**src/rtl/fir_tx_pkg.sv**
```systemverilog
// -----------------------------------------------------------------------------
// fir_tx_pkg
//   Shared types and constants for the checkbits transmitter.
//   - tx_state_t : transmitter FSM states
//   - DEF_*      : default marker words used as parameter defaults
// -----------------------------------------------------------------------------
package fir_tx_pkg;

    typedef enum logic [2:0] {
        ST_IDLE  = 3'd0,
        ST_START = 3'd1,
        ST_FETCH = 3'd2,
        ST_HOLD  = 3'd3,
        ST_END   = 3'd4,
        ST_SUM   = 3'd5
    } tx_state_t;

    localparam logic [15:0] DEF_START_MARK = 16'hAB40;
    localparam logic [15:0] DEF_END_MARK   = 16'hAB51;
    localparam logic [15:0] DEF_IDLE_WORD  = 16'h0000;

endpackage

```
**src/rtl/fir_tx_fifo.sv**
```systemverilog
// -----------------------------------------------------------------------------
// fir_tx_fifo
//   Small synchronous FIFO buffering FIR samples ahead of the word sequencer.
//   Ports:
//     clk, rst   : clock, asynchronous active-high reset
//     flush      : empties the FIFO; a push in the same cycle survives as the
//                  only entry
//     push, din  : write request and data (ignored when full unless popping)
//     pop, dout  : read request and head-of-FIFO data (ignored when empty)
//     full, empty: occupancy flags
//   DEPTH must be a power of two (>= 2) so the pointers wrap naturally.
// -----------------------------------------------------------------------------
module fir_tx_fifo #(
    parameter int DEPTH = 4,
    parameter int WIDTH = 16
) (
    input  logic             clk,
    input  logic             rst,
    input  logic             flush,
    input  logic             push,
    input  logic [WIDTH-1:0] din,
    input  logic             pop,
    output logic [WIDTH-1:0] dout,
    output logic             full,
    output logic             empty
);

    localparam int AW = $clog2(DEPTH);
    localparam int CW = AW + 1;

    logic [WIDTH-1:0] mem [DEPTH];
    logic [AW-1:0]    wr_ptr;
    logic [AW-1:0]    rd_ptr;
    logic [CW-1:0]    count;
    logic             do_push;
    logic             do_pop;

    assign full    = (count == CW'(DEPTH));
    assign empty   = (count == '0);
    assign do_pop  = pop & ~empty & ~flush;
    // A full FIFO may still accept a write when it is being read or flushed.
    assign do_push = push & (~full | do_pop | flush);
    assign dout    = mem[rd_ptr];

    always_ff @(posedge clk) begin
        if (do_push) begin
            mem[flush ? '0 : wr_ptr] <= din;
        end
    end

    always_ff @(posedge clk or posedge rst) begin
        if (rst) begin
            wr_ptr <= '0;
            rd_ptr <= '0;
            count  <= '0;
        end else if (flush) begin
            rd_ptr <= '0;
            wr_ptr <= do_push ? AW'(1) : '0;
            count  <= do_push ? CW'(1) : '0;
        end else begin
            if (do_push) begin
                wr_ptr <= wr_ptr + 1'b1;
            end
            if (do_pop) begin
                rd_ptr <= rd_ptr + 1'b1;
            end
            case ({do_push, do_pop})
                2'b10:   count <= count + 1'b1;
                2'b01:   count <= count - 1'b1;
                default: count <= count;
            endcase
        end
    end

endmodule

```
**src/rtl/fir_checkbits_tx.sv**
```systemverilog
// -----------------------------------------------------------------------------
// fir_checkbits_tx
//   Publishes FIR output samples on the checkbits pads as one frame:
//   START_MARK, TEST_LENGTH samples, END_MARK. Every word is held for at least
//   HOLD_CYCLES and each new word (even an identical value) toggles word_tgl.
//   Ports:
//     wb_clk_i, wb_rst_i : clock, asynchronous active-high reset
//     arm                : 1-cycle pulse starting a frame (ignored while busy)
//     s_tvalid/s_tready/s_tdata/s_tlast : AXI-Stream sample input
//     checkbits          : word driven to the pads
//     checkbits_oeb      : pad output enables, active-low (always driven)
//     word_tgl           : toggles on every new word
//     busy               : frame in progress (START through last sample)
//     len_err            : sticky, s_tlast position disagrees with TEST_LENGTH
//   Handshake: a sample transfers on a rising edge where s_tvalid and s_tready
//   are both high; s_tready is high whenever the FIFO has room and the
//   transmitter has been armed at least once. Samples past TEST_LENGTH are
//   accepted and dropped so the FIR never stalls.
//   Optional feature: define FIR_TX_CHECKSUM_EN to append the 16-bit
//   wrap-around sum of the transmitted samples after END_MARK (state ST_SUM).
//   The FSM state is visible as the internal signal 'state'.
// -----------------------------------------------------------------------------
module fir_checkbits_tx
    import fir_tx_pkg::*;
#(
    parameter int          TEST_LENGTH = 64,
    parameter int          FIFO_DEPTH  = 4,
    parameter int          HOLD_CYCLES = 8,
    parameter logic [15:0] START_MARK  = DEF_START_MARK,
    parameter logic [15:0] END_MARK    = DEF_END_MARK,
    parameter logic [15:0] IDLE_WORD   = DEF_IDLE_WORD
) (
    input  logic        wb_clk_i,
    input  logic        wb_rst_i,
    input  logic        arm,
    input  logic        s_tvalid,
    output logic        s_tready,
    input  logic [31:0] s_tdata,
    input  logic        s_tlast,
    output logic [15:0] checkbits,
    output logic [15:0] checkbits_oeb,
    output logic        word_tgl,
    output logic        busy,
    output logic        len_err
);

    localparam int CW = $clog2(TEST_LENGTH + 1);
    localparam int HW = $clog2(HOLD_CYCLES + 1);
    localparam logic [CW-1:0] LEN      = CW'(TEST_LENGTH);
    localparam logic [CW-1:0] LAST_IDX = CW'(TEST_LENGTH - 1);
    localparam logic [HW-1:0] HOLD_N   = HW'(HOLD_CYCLES);
    // Leaving for FETCH one cycle early lets the next word land exactly
    // HOLD_CYCLES after the current one when the FIFO already has data.
    localparam logic [HW-1:0] HOLD_M1  = HW'(HOLD_CYCLES - 1);

    tx_state_t     state, state_d;
    logic [15:0]   checkbits_d;
    logic          tgl_d;
    logic          busy_d;
    logic [HW-1:0] hold_cnt, hold_d;
    logic [CW-1:0] cnt_out, cnt_out_d;
    logic [CW-1:0] cnt_in, cnt_base;
    logic          arm_go;
    logic          accept;
    logic          push;
    logic          pop;
    logic          tlast_bad;
    logic [15:0]   fifo_dout;
    logic          fifo_full;
    logic          fifo_empty;
    logic          unused_hi;

`ifdef FIR_TX_CHECKSUM_EN
    logic [15:0]   sum, sum_d;
`endif

    assign unused_hi     = ^s_tdata[31:16];
    assign checkbits_oeb = 16'h0000;
    assign arm_go        = arm & ~busy;
    assign s_tready      = ~fifo_full & (state != ST_IDLE);
    assign accept        = s_tvalid & s_tready;

    // A sample accepted in the arming cycle belongs to the new frame.
    assign cnt_base  = arm_go ? '0 : cnt_in;
    assign push      = accept & (cnt_base < LEN);
    assign tlast_bad = accept & (s_tlast != (cnt_base == LAST_IDX));

    fir_tx_fifo #(
        .DEPTH (FIFO_DEPTH),
        .WIDTH (16)
    ) u_fifo (
        .clk   (wb_clk_i),
        .rst   (wb_rst_i),
        .flush (arm_go),
        .push  (push),
        .din   (s_tdata[15:0]),
        .pop   (pop),
        .dout  (fifo_dout),
        .full  (fifo_full),
        .empty (fifo_empty)
    );

    // Input-side sample counter and length check.
    always_ff @(posedge wb_clk_i or posedge wb_rst_i) begin
        if (wb_rst_i) begin
            cnt_in  <= '0;
            len_err <= 1'b0;
        end else begin
            if (push) begin
                cnt_in <= cnt_base + 1'b1;
            end else begin
                cnt_in <= cnt_base;
            end
            len_err <= (arm_go ? 1'b0 : len_err) | tlast_bad;
        end
    end

    // FSM state and output registers.
    always_ff @(posedge wb_clk_i or posedge wb_rst_i) begin
        if (wb_rst_i) begin
            state     <= ST_IDLE;
            checkbits <= IDLE_WORD;
            word_tgl  <= 1'b0;
            busy      <= 1'b0;
            hold_cnt  <= '0;
            cnt_out   <= '0;
`ifdef FIR_TX_CHECKSUM_EN
            sum       <= '0;
`endif
        end else begin
            state     <= state_d;
            checkbits <= checkbits_d;
            word_tgl  <= tgl_d;
            busy      <= busy_d;
            hold_cnt  <= hold_d;
            cnt_out   <= cnt_out_d;
`ifdef FIR_TX_CHECKSUM_EN
            sum       <= sum_d;
`endif
        end
    end

    // Next-state and next-output logic.
    always_comb begin
        state_d     = state;
        checkbits_d = checkbits;
        tgl_d       = word_tgl;
        busy_d      = busy;
        hold_d      = (hold_cnt < HOLD_N) ? hold_cnt + 1'b1 : hold_cnt;
        cnt_out_d   = cnt_out;
        pop         = 1'b0;
`ifdef FIR_TX_CHECKSUM_EN
        sum_d       = sum;
`endif

        case (state)
            ST_IDLE, ST_END, ST_SUM: begin
                if (arm_go) begin
                    state_d     = ST_START;
                    checkbits_d = START_MARK;
                    tgl_d       = ~word_tgl;
                    busy_d      = 1'b1;
                    hold_d      = HW'(1);
                    cnt_out_d   = '0;
`ifdef FIR_TX_CHECKSUM_EN
                    sum_d       = '0;
                end else if (state == ST_END && hold_cnt >= HOLD_N) begin
                    state_d     = ST_SUM;
                    checkbits_d = sum;
                    tgl_d       = ~word_tgl;
                    hold_d      = HW'(1);
`endif
                end
            end

            ST_START: begin
                if (hold_cnt >= HOLD_M1) begin
                    state_d = ST_FETCH;
                end
            end

            ST_FETCH: begin
                if (!fifo_empty) begin
                    pop         = 1'b1;
                    state_d     = ST_HOLD;
                    checkbits_d = fifo_dout;
                    tgl_d       = ~word_tgl;
                    hold_d      = HW'(1);
                    cnt_out_d   = cnt_out + 1'b1;
`ifdef FIR_TX_CHECKSUM_EN
                    sum_d       = sum + fifo_dout;
`endif
                end
            end

            ST_HOLD: begin
                if (cnt_out == LEN) begin
                    // END_MARK replaces the last sample directly, so wait the
                    // full hold here.
                    if (hold_cnt >= HOLD_N) begin
                        state_d     = ST_END;
                        checkbits_d = END_MARK;
                        tgl_d       = ~word_tgl;
                        busy_d      = 1'b0;
                        hold_d      = HW'(1);
                    end
                end else if (hold_cnt >= HOLD_M1) begin
                    state_d = ST_FETCH;
                end
            end

            default: begin
                state_d = ST_IDLE;
            end
        endcase
    end

endmodule

```
**config.mk**
```make
export PLATFORM = sky130hd
export DESIGN_NAME = fir_checkbits_tx
export DESIGN_NICKNAME = d
export VERILOG_FILES = /design/src/rtl/fir_tx_pkg.sv /design/src/rtl/fir_tx_fifo.sv /design/src/rtl/fir_checkbits_tx.sv
export SDC_FILE = /design/constraint.sdc
export NUM_CORES = 1
export LEC_CHECK = 0
export BUFFER_PORTS_ARGS = -buffer_cell sky130_fd_sc_hd__buf_2
export CAP_MARGIN = 15
export CELL_PAD_IN_SITES_DETAIL_PLACEMENT = 0
export CELL_PAD_IN_SITES_GLOBAL_PLACEMENT = 1
export CORE_MARGIN = 2
export CORE_UTILIZATION = 27
export DETAILED_ROUTE_END_ITERATION = 10
export PLACE_DENSITY_LB_ADDON = 0.12
export REMOVE_ABC_BUFFERS = 1
export SYNTH_ARGS = -nofsm -noshare
export SYNTH_HDL_FRONTEND = slang
export SYNTH_HIERARCHICAL = 1
export SYNTH_SLANG_ARGS = --single-unit
export TNS_END_PERCENT = 100
```
**constraint.sdc**
```tcl
create_clock -name wb_clk_i -period 4.2 [get_ports wb_clk_i]
set_input_delay 0.21 -clock wb_clk_i [delete_from_list [all_inputs] [get_ports wb_clk_i]]
set_output_delay 0.21 -clock wb_clk_i [all_outputs]
set_load 0.01 [all_outputs]
```
# [Word level (Yosys, flattened, before mapping)]
# Memories as Yosys holds them, arrays and structs flattened.
# Cells that the tools add are included.
[classes] addsub=7 multipliers=0 n_div=0 magnitude_cmp=4 eq_ne=16 shifts=0 n_mux=45 bitwise=16 reduce_logical=14
[ops] cell="16-bit two-way mux" n=4
[ops] cell="16-bit case mux with 3 select lines" n=1
[ops] cell="7-bit two-way mux" n=4
[ops] cell="4-bit two-way mux" n=5
[ops] cell="3-bit two-way mux" n=6
[ops] cell="7-bit by 1-bit adder with 7-bit output (second input constant)" n=2
[ops] cell="1-bit two-way mux" n=14
[ops] cell="7-bit case mux with 2 select lines" n=1
[ops] cell="3-bit case mux with 4 select lines" n=1
[ops] cell="4-bit case mux with 3 select lines" n=1
[ops] cell="2-bit two-way mux" n=5
[ops] cell="3-bit equality test (second input constant)" n=3
[ops] cell="3-bit nonzero test" n=3
[ops] cell="1-bit bitwise AND" n=8
[ops] cell="2-bit != test (second input constant)" n=4
[ops] cell="2-bit nonzero test" n=4
[ops] cell="7-bit by 6-bit equality test with 1-bit output (second input constant)" n=1
[ops] cell="7-bit equality test (second input constant)" n=1
[ops] cell="7-bit less-than comparator (second input constant)" n=1
[ops] cell="3-bit by 2-bit equality test with 1-bit output (second input constant)" n=2
[ops] cell="3-bit logical NOT" n=2
[ops] cell="3-bit case mux with 2 select lines" n=1
[ops] cell="3-bit AND reduction" n=2
[ops] cell="1-bit NOT" n=5
[ops] cell="18 further kinds" n=21
[word_totals] regBits=47 latchBits=0 mem_bits_rw=64 romBits=0 inputBits=37 output_inout_bits=36 word_cells=114 memories=1
[mem_list] name="u_fifo.mem" words=4 width=16 read_ports=1 rd_ports_with_merged_regs=0 write_ports=1 line="fir_tx_fifo.sv:31" text="logic [WIDTH-1:0] mem [DEPTH];"

# [Logic depth before layout (Yosys ltp)]
[logic_depth] depth_word=11 mapped_depth=12

# [By module]
# The synthesis kept the hierarchy.
[by_module_without_submodules] module="fir_tx_fifo" n_inst=1 cells_each=144 area_per_inst_um2=2856.5
[by_module_without_submodules] module="fir_checkbits_tx" n_inst=1 cells_each=218 area_per_inst_um2=2178.3

# [Worst setup path after synthesis]
# No wires, ideal clock.
[synth_timing] path_kind="flip-flop to flip-flop" from="register u_fifo.count[0]" to="memory u_fifo.mem[2][0] (enable)" arrival_ns=3.601 t_required_ns=3.764 setup_slack_ns=0.163 stages_incl_launch_ff=9 n_path_buf=2 synth_period_minus_slack_ns=4.037 path_cell_list="dfrtp_1 buf_6 nor2_1 and2_1 or3b_1 a21oi_1 clkbuf_8 o21a_1 nor4b_1"
[synth_rtl] item="start: declaration" line="fir_tx_fifo.sv:34" text="logic [CW-1:0] count;"
[synth_rtl] item="start signal: assignment" line="fir_tx_fifo.sv:59" text="count <= do_push ? CW'(1) : '0;"
[synth_rtl] item="start signal: assignment" line="fir_tx_fifo.sv:68" text="2'b10: count <= count + 1'b1;"
[synth_rtl] item="start signal: assignment" line="fir_tx_fifo.sv:69" text="2'b01: count <= count - 1'b1;"
[synth_rtl] item="3-bit equality test" line="fir_tx_fifo.sv:38" text="assign full = (count == CW'(DEPTH));"
[synth_rtl] item="named net fifo_full" line="fir_checkbits_tx.sv:69" text="logic fifo_full;"
[synth_rtl] item="1-bit NOT" line="fir_checkbits_tx.sv:80" text="assign s_tready = ~fifo_full & (state != ST_IDLE);"
[synth_rtl] item="1-bit bitwise AND" line="fir_checkbits_tx.sv:80"
[synth_rtl] item="1-bit bitwise AND" line="fir_checkbits_tx.sv:81" text="assign accept = s_tvalid & s_tready;"
[synth_rtl] item="1-bit bitwise AND" line="fir_checkbits_tx.sv:85" text="assign push = accept & (cnt_base < LEN);"
[synth_rtl] item="named net push" line="fir_checkbits_tx.sv:65" text="logic push;"
[synth_rtl] item="1-bit bitwise AND" line="fir_tx_fifo.sv:42" text="assign do_push = push & (~full | do_pop | flush);"
[synth_rtl] item="1-bit two-way mux" line="fir_tx_fifo.sv:46" text="if (do_push) begin"
[synth_rtl] item="1-bit two-way mux" line="fir_tx_fifo.sv:47" text="mem[flush ? '0 : wr_ptr] <= din;"
[synth_rtl] item="end: declaration" line="fir_tx_fifo.sv:31"
# The timed path passes the listed nets, and every way through them passes these cells.

# [Worst setup path after layout]
[layout_timing] from="register u_fifo.count[0]" to="register u_fifo.count[2]"
[layout_rtl] item="3-bit equality test (*)" line="fir_tx_fifo.sv:38"
[layout_rtl] item="named net fifo_full" line="fir_checkbits_tx.sv:69"
[layout_rtl] item="1-bit NOT (*)" line="fir_checkbits_tx.sv:80"
[layout_rtl] item="1-bit bitwise AND (*)" line="fir_checkbits_tx.sv:80"
[layout_rtl] item="1-bit bitwise AND (*)" line="fir_checkbits_tx.sv:81"
[layout_rtl] item="1-bit bitwise AND (*)" line="fir_checkbits_tx.sv:85"
[layout_rtl] item="named net push" line="fir_checkbits_tx.sv:65"
[layout_rtl] item="1-bit bitwise AND (*)" line="fir_tx_fifo.sv:42"
[layout_rtl] item="2-bit by 1-bit equality test with 1-bit output or 2-bit equality test (tied branches)" line="fir_tx_fifo.sv:67" text="case ({do_push, do_pop})"
[layout_rtl] item="3-bit case mux with 2 select lines" line="fir_tx_fifo.sv:67"
[layout_rtl] item="3-bit two-way mux" line="fir_tx_fifo.sv:56" text="end else if (flush) begin"
# The timed path passes the listed nets; every way through them passes the cells marked *.
# A chain may end at the register's enable or synchronous reset.

==> results.json <==
{
  "min_from": "s_tdata[13]",
  "start_util": 0.277,
  "drt-pass1-iter-count": 4,
  "setup_ws_ns": 1.21,
  "die_w_um": 141,
  "gr-total-overflow": 0,
  "synth_cell_types": 68,
  "cts_made_buffers": 9,
  "max-cap-violations": 0,
  "yosys.area_share.simple": 0.120,
  "gp_congestion": 0.673,
  "reg2reg_slack_ns": 1.21,
  "endpoint_kind": "flip-flop",
  "tightest_slew_ns": 0.927,
  "totalPowerFinal_mw": 3.83,
  "skew_ns": 0.00870,
  "yosys.area_share.adder": 0.0164,
  "ant_nets": 0,
  "area_delta_synth_final_pct": 13.6,
  "synth.most_common_cell": "edfxtp_1",
  "htreeDepth": 3,
  "clkLatencyLatePin_ns": 0.35,
  "setup.worst_path.start": "u_fifo/count[0]$_DFFE_PP0P_",
  "synth_compound_area_frac": 0.0837,
  "vias": 2970,
  "grt_pass1_vias": 3068,
  "n_antenna_cell": 0,
  "post-route-util": 0.315,
  "ys_seq_area_frac": 0.615,
  "slew_violations": 0,
  "routedWlPerCell_um": 17.2,
  "stdcell_area_um2": 5720,
  "grt_usage": 0.117,
  "antenna_found_initial": 0,
  "drt-initial-drc-count": 196,
  "fillers": 1829,
  "finalWirelength_um": 10900,
  "design.die.area_um2": 19800,
  "setup_viol": 0,
  "total_leakage_power_nw": 2.26,
  "hold_class": "primary input to flip-flop",
  "portBuffers": 40,
  "period_minus_slack_ns": 2.99,
  "ys_warn_count": 6,
  "timing.final.crit_share": 0.713,
  "syn_area_um2": 5030,
  "io_pins": 73,
  "crit_arrival_ns": 3.27,
  "synthTopCellsByArea": "edfxtp_1 (38%), dfrtp_1 (23%), mux4_2 (7.2%)",
  "synthArstFlopShare": 0.423,
  "tritoncts": "built",
  "drcViolationCount": 0,
  "max_freq_ghz": 0.334,
  "synth_cells": 362,
  "dpl-instance-area_um2": 5400,
  "root_buffer": "clkbuf_16",
  "hpwl_um": 6820,
  "synthTopCellsByCount": "edfxtp_1 (64), dfrtp_1 (47), buf_4 (20)",
  "crit_type": "flip-flop to flip-flop",
  "cts.path.max_buffers": 2,
  "startpoint_type": "flip-flop",
  "crit_required_ns": 4.47,
  "num_rows": 49,
  "synth_seq_cells": 111,
  "drive_above_1_share": 0.238,
  "cp_max_fo": 10,
  "yosysTopAreaCell": "edfxtp_1",
  "cts.reportedPaths.clkPinSlew_ns": 0.08,
  "rsz0062_at_grt": "false",
  "dp_slack_ns": 1.24,
  "peakVddDrop_v": 0.000219,
  "cts.sinks": 111,
  "die_h_um": 141,
  "p_per_area_nw_per_um2": 669,
  "num-nets-final": 446,
  "grt_pass1_wl_um": 17400,
  "synth_top_family_by_area": "simple AND/OR/NAND/NOR gates",
  "muxShareOfSynthArea": 0.0758,
  "synth_edf_count": 64,
  "syn_area_per_cell_um2": 13.9,
  "outcome": "completed",
  "via_per_inst": 4.66,
  "grt_max_degree": 41,
  "holdWs_ns": 0.0691,
  "synth_ff_type": "edfxtp_1",
  "finalHoldViolCount": 0,
  "cts-resized-gates": 0,
  "relSlewSlack": 0.382,
  "core-area_um2": 18100,
  "timing.rr.start": "u_fifo/count[0]$_DFFE_PP0P_",
  "synth_top_area_share": 0.382,
  "synthXorXnorAreaFrac": 0.0244
}
final cells by class:
| cell class | count | area [um2] | area share |
|---|---|---|---|
| flip-flops and latches | 111 | 3100 | 0.541 |
| multi-input cells | 210 | 1680 | 0.294 |
| repair buffers | 50 | 290 | 0.0507 |
| well taps | 229 | 287 | 0.0501 |
| clock buffers | 9 | 225 | 0.0394 |
| inverters | 21 | 78.8 | 0.0138 |
| clock inverters | 7 | 62.6 | 0.0109 |
timing repair:
action,in CTS,in global routing
buffers inserted,0,0
endpoints found under the hold margin,7,0
hold buffers,1,0
cells by family after synthesis:
logic type	after synthesis
AOI/OAI and AO/OA	56
and+or+nand+nor	100
DFF	111
muxes	18
adders and majority gates	6
xor gates and xnor gates	14
buffers and inverters	56
other	1
sequential cells by signal (all words and copies together), names as in the netlist, 2 cells and up:
name / cells
u_fifo/rd_ptr: 2
checkbits: 16
cnt_in: 7
hold_cnt: 4
cnt_out: 7
u_fifo/mem: 64
state: 3
u_fifo/wr_ptr: 2
u_fifo/count: 3
worst paths after layout:
path | cells after the start | endpoint
setup / recovery | 9 | u_fifo/count[2]$_DFFE_PP0P_
hold / removal | 1 | u_fifo/mem[1][13]$_DFFE_PP_
setup reg to reg | 9 | u_fifo/count[2]$_DFFE_PP0P_
hold reg to reg | 1 | word_tgl$_DFFE_PP0P_
max in group asynchronous | 4 | hold_cnt[1]$_DFF_PP0_
min in group asynchronous | 3 | u_fifo/wr_ptr[0]$_DFFE_PP0P_
per-layer routing:
metal | global-route usage | up-vias | share of wire
met5 | 0 | - | 0
met1 | 0.158 | 1496 | 0.49
li1 | - | 1395 | -
met4 | 0.0384 | 0 | 0.014
met3 | 0.0321 | 11 | 0.045
met2 | 0.183 | 68 | 0.45
power breakdown:
part           total, mW  switching [mW]  internal, mW
Combinational       1.27           0.714         0.551
Clock              0.843           0.427         0.416
Sequential          1.72           0.240          1.48
worst max-delay path: stages (launching register included):
cell and delay, ns:
dfrtp_1 0.56, nor2_1 0.11, and2_1 0.21, or3b_1 0.45, a21oi_1 0.19, nand2b_1 0.20
nor3_1 0.08, fa_1 0.42, or4_1 0.51, a31oi_1 0.17
per-stage QoR:
stage / setup TNS [ns] / instances
after floorplan: -0.895 / 342
after global placement: 0 / 619
after detailed placement: 0 / 619
after CTS: 0 / 636
after global routing: 0 / 637
final: 0 / 637
cells in the final DEF (no fill, tap or decap), types with 2 or more instances in the layout:
cell,count
nor2_1,17
clkbuf_16,9
o21ai_0,4
nor4b_1,9
dfrtp_1,47
inv_1,18
buf_2,40
nand2_1,19
nand4_1,5
xor2_1,8
xnor2_1,6
o21ai_1,3
nor3_1,4
a22o_1,2
and2_1,4
nor4_1,10
nand3_1,2
nand4b_1,3
o31ai_1,2
a21oi_1,13
nand2b_1,8
edfxtp_1,64
conb_1,16
a21o_1,10
a221oi_1,2
buf_4,8
o21a_1,2
ha_1,5
mux4_2,16
or4_1,2
inv_6,3
o2111ai_1,2
inv_2,3
and3_1,2
Power figures use the tool's default switching activity.
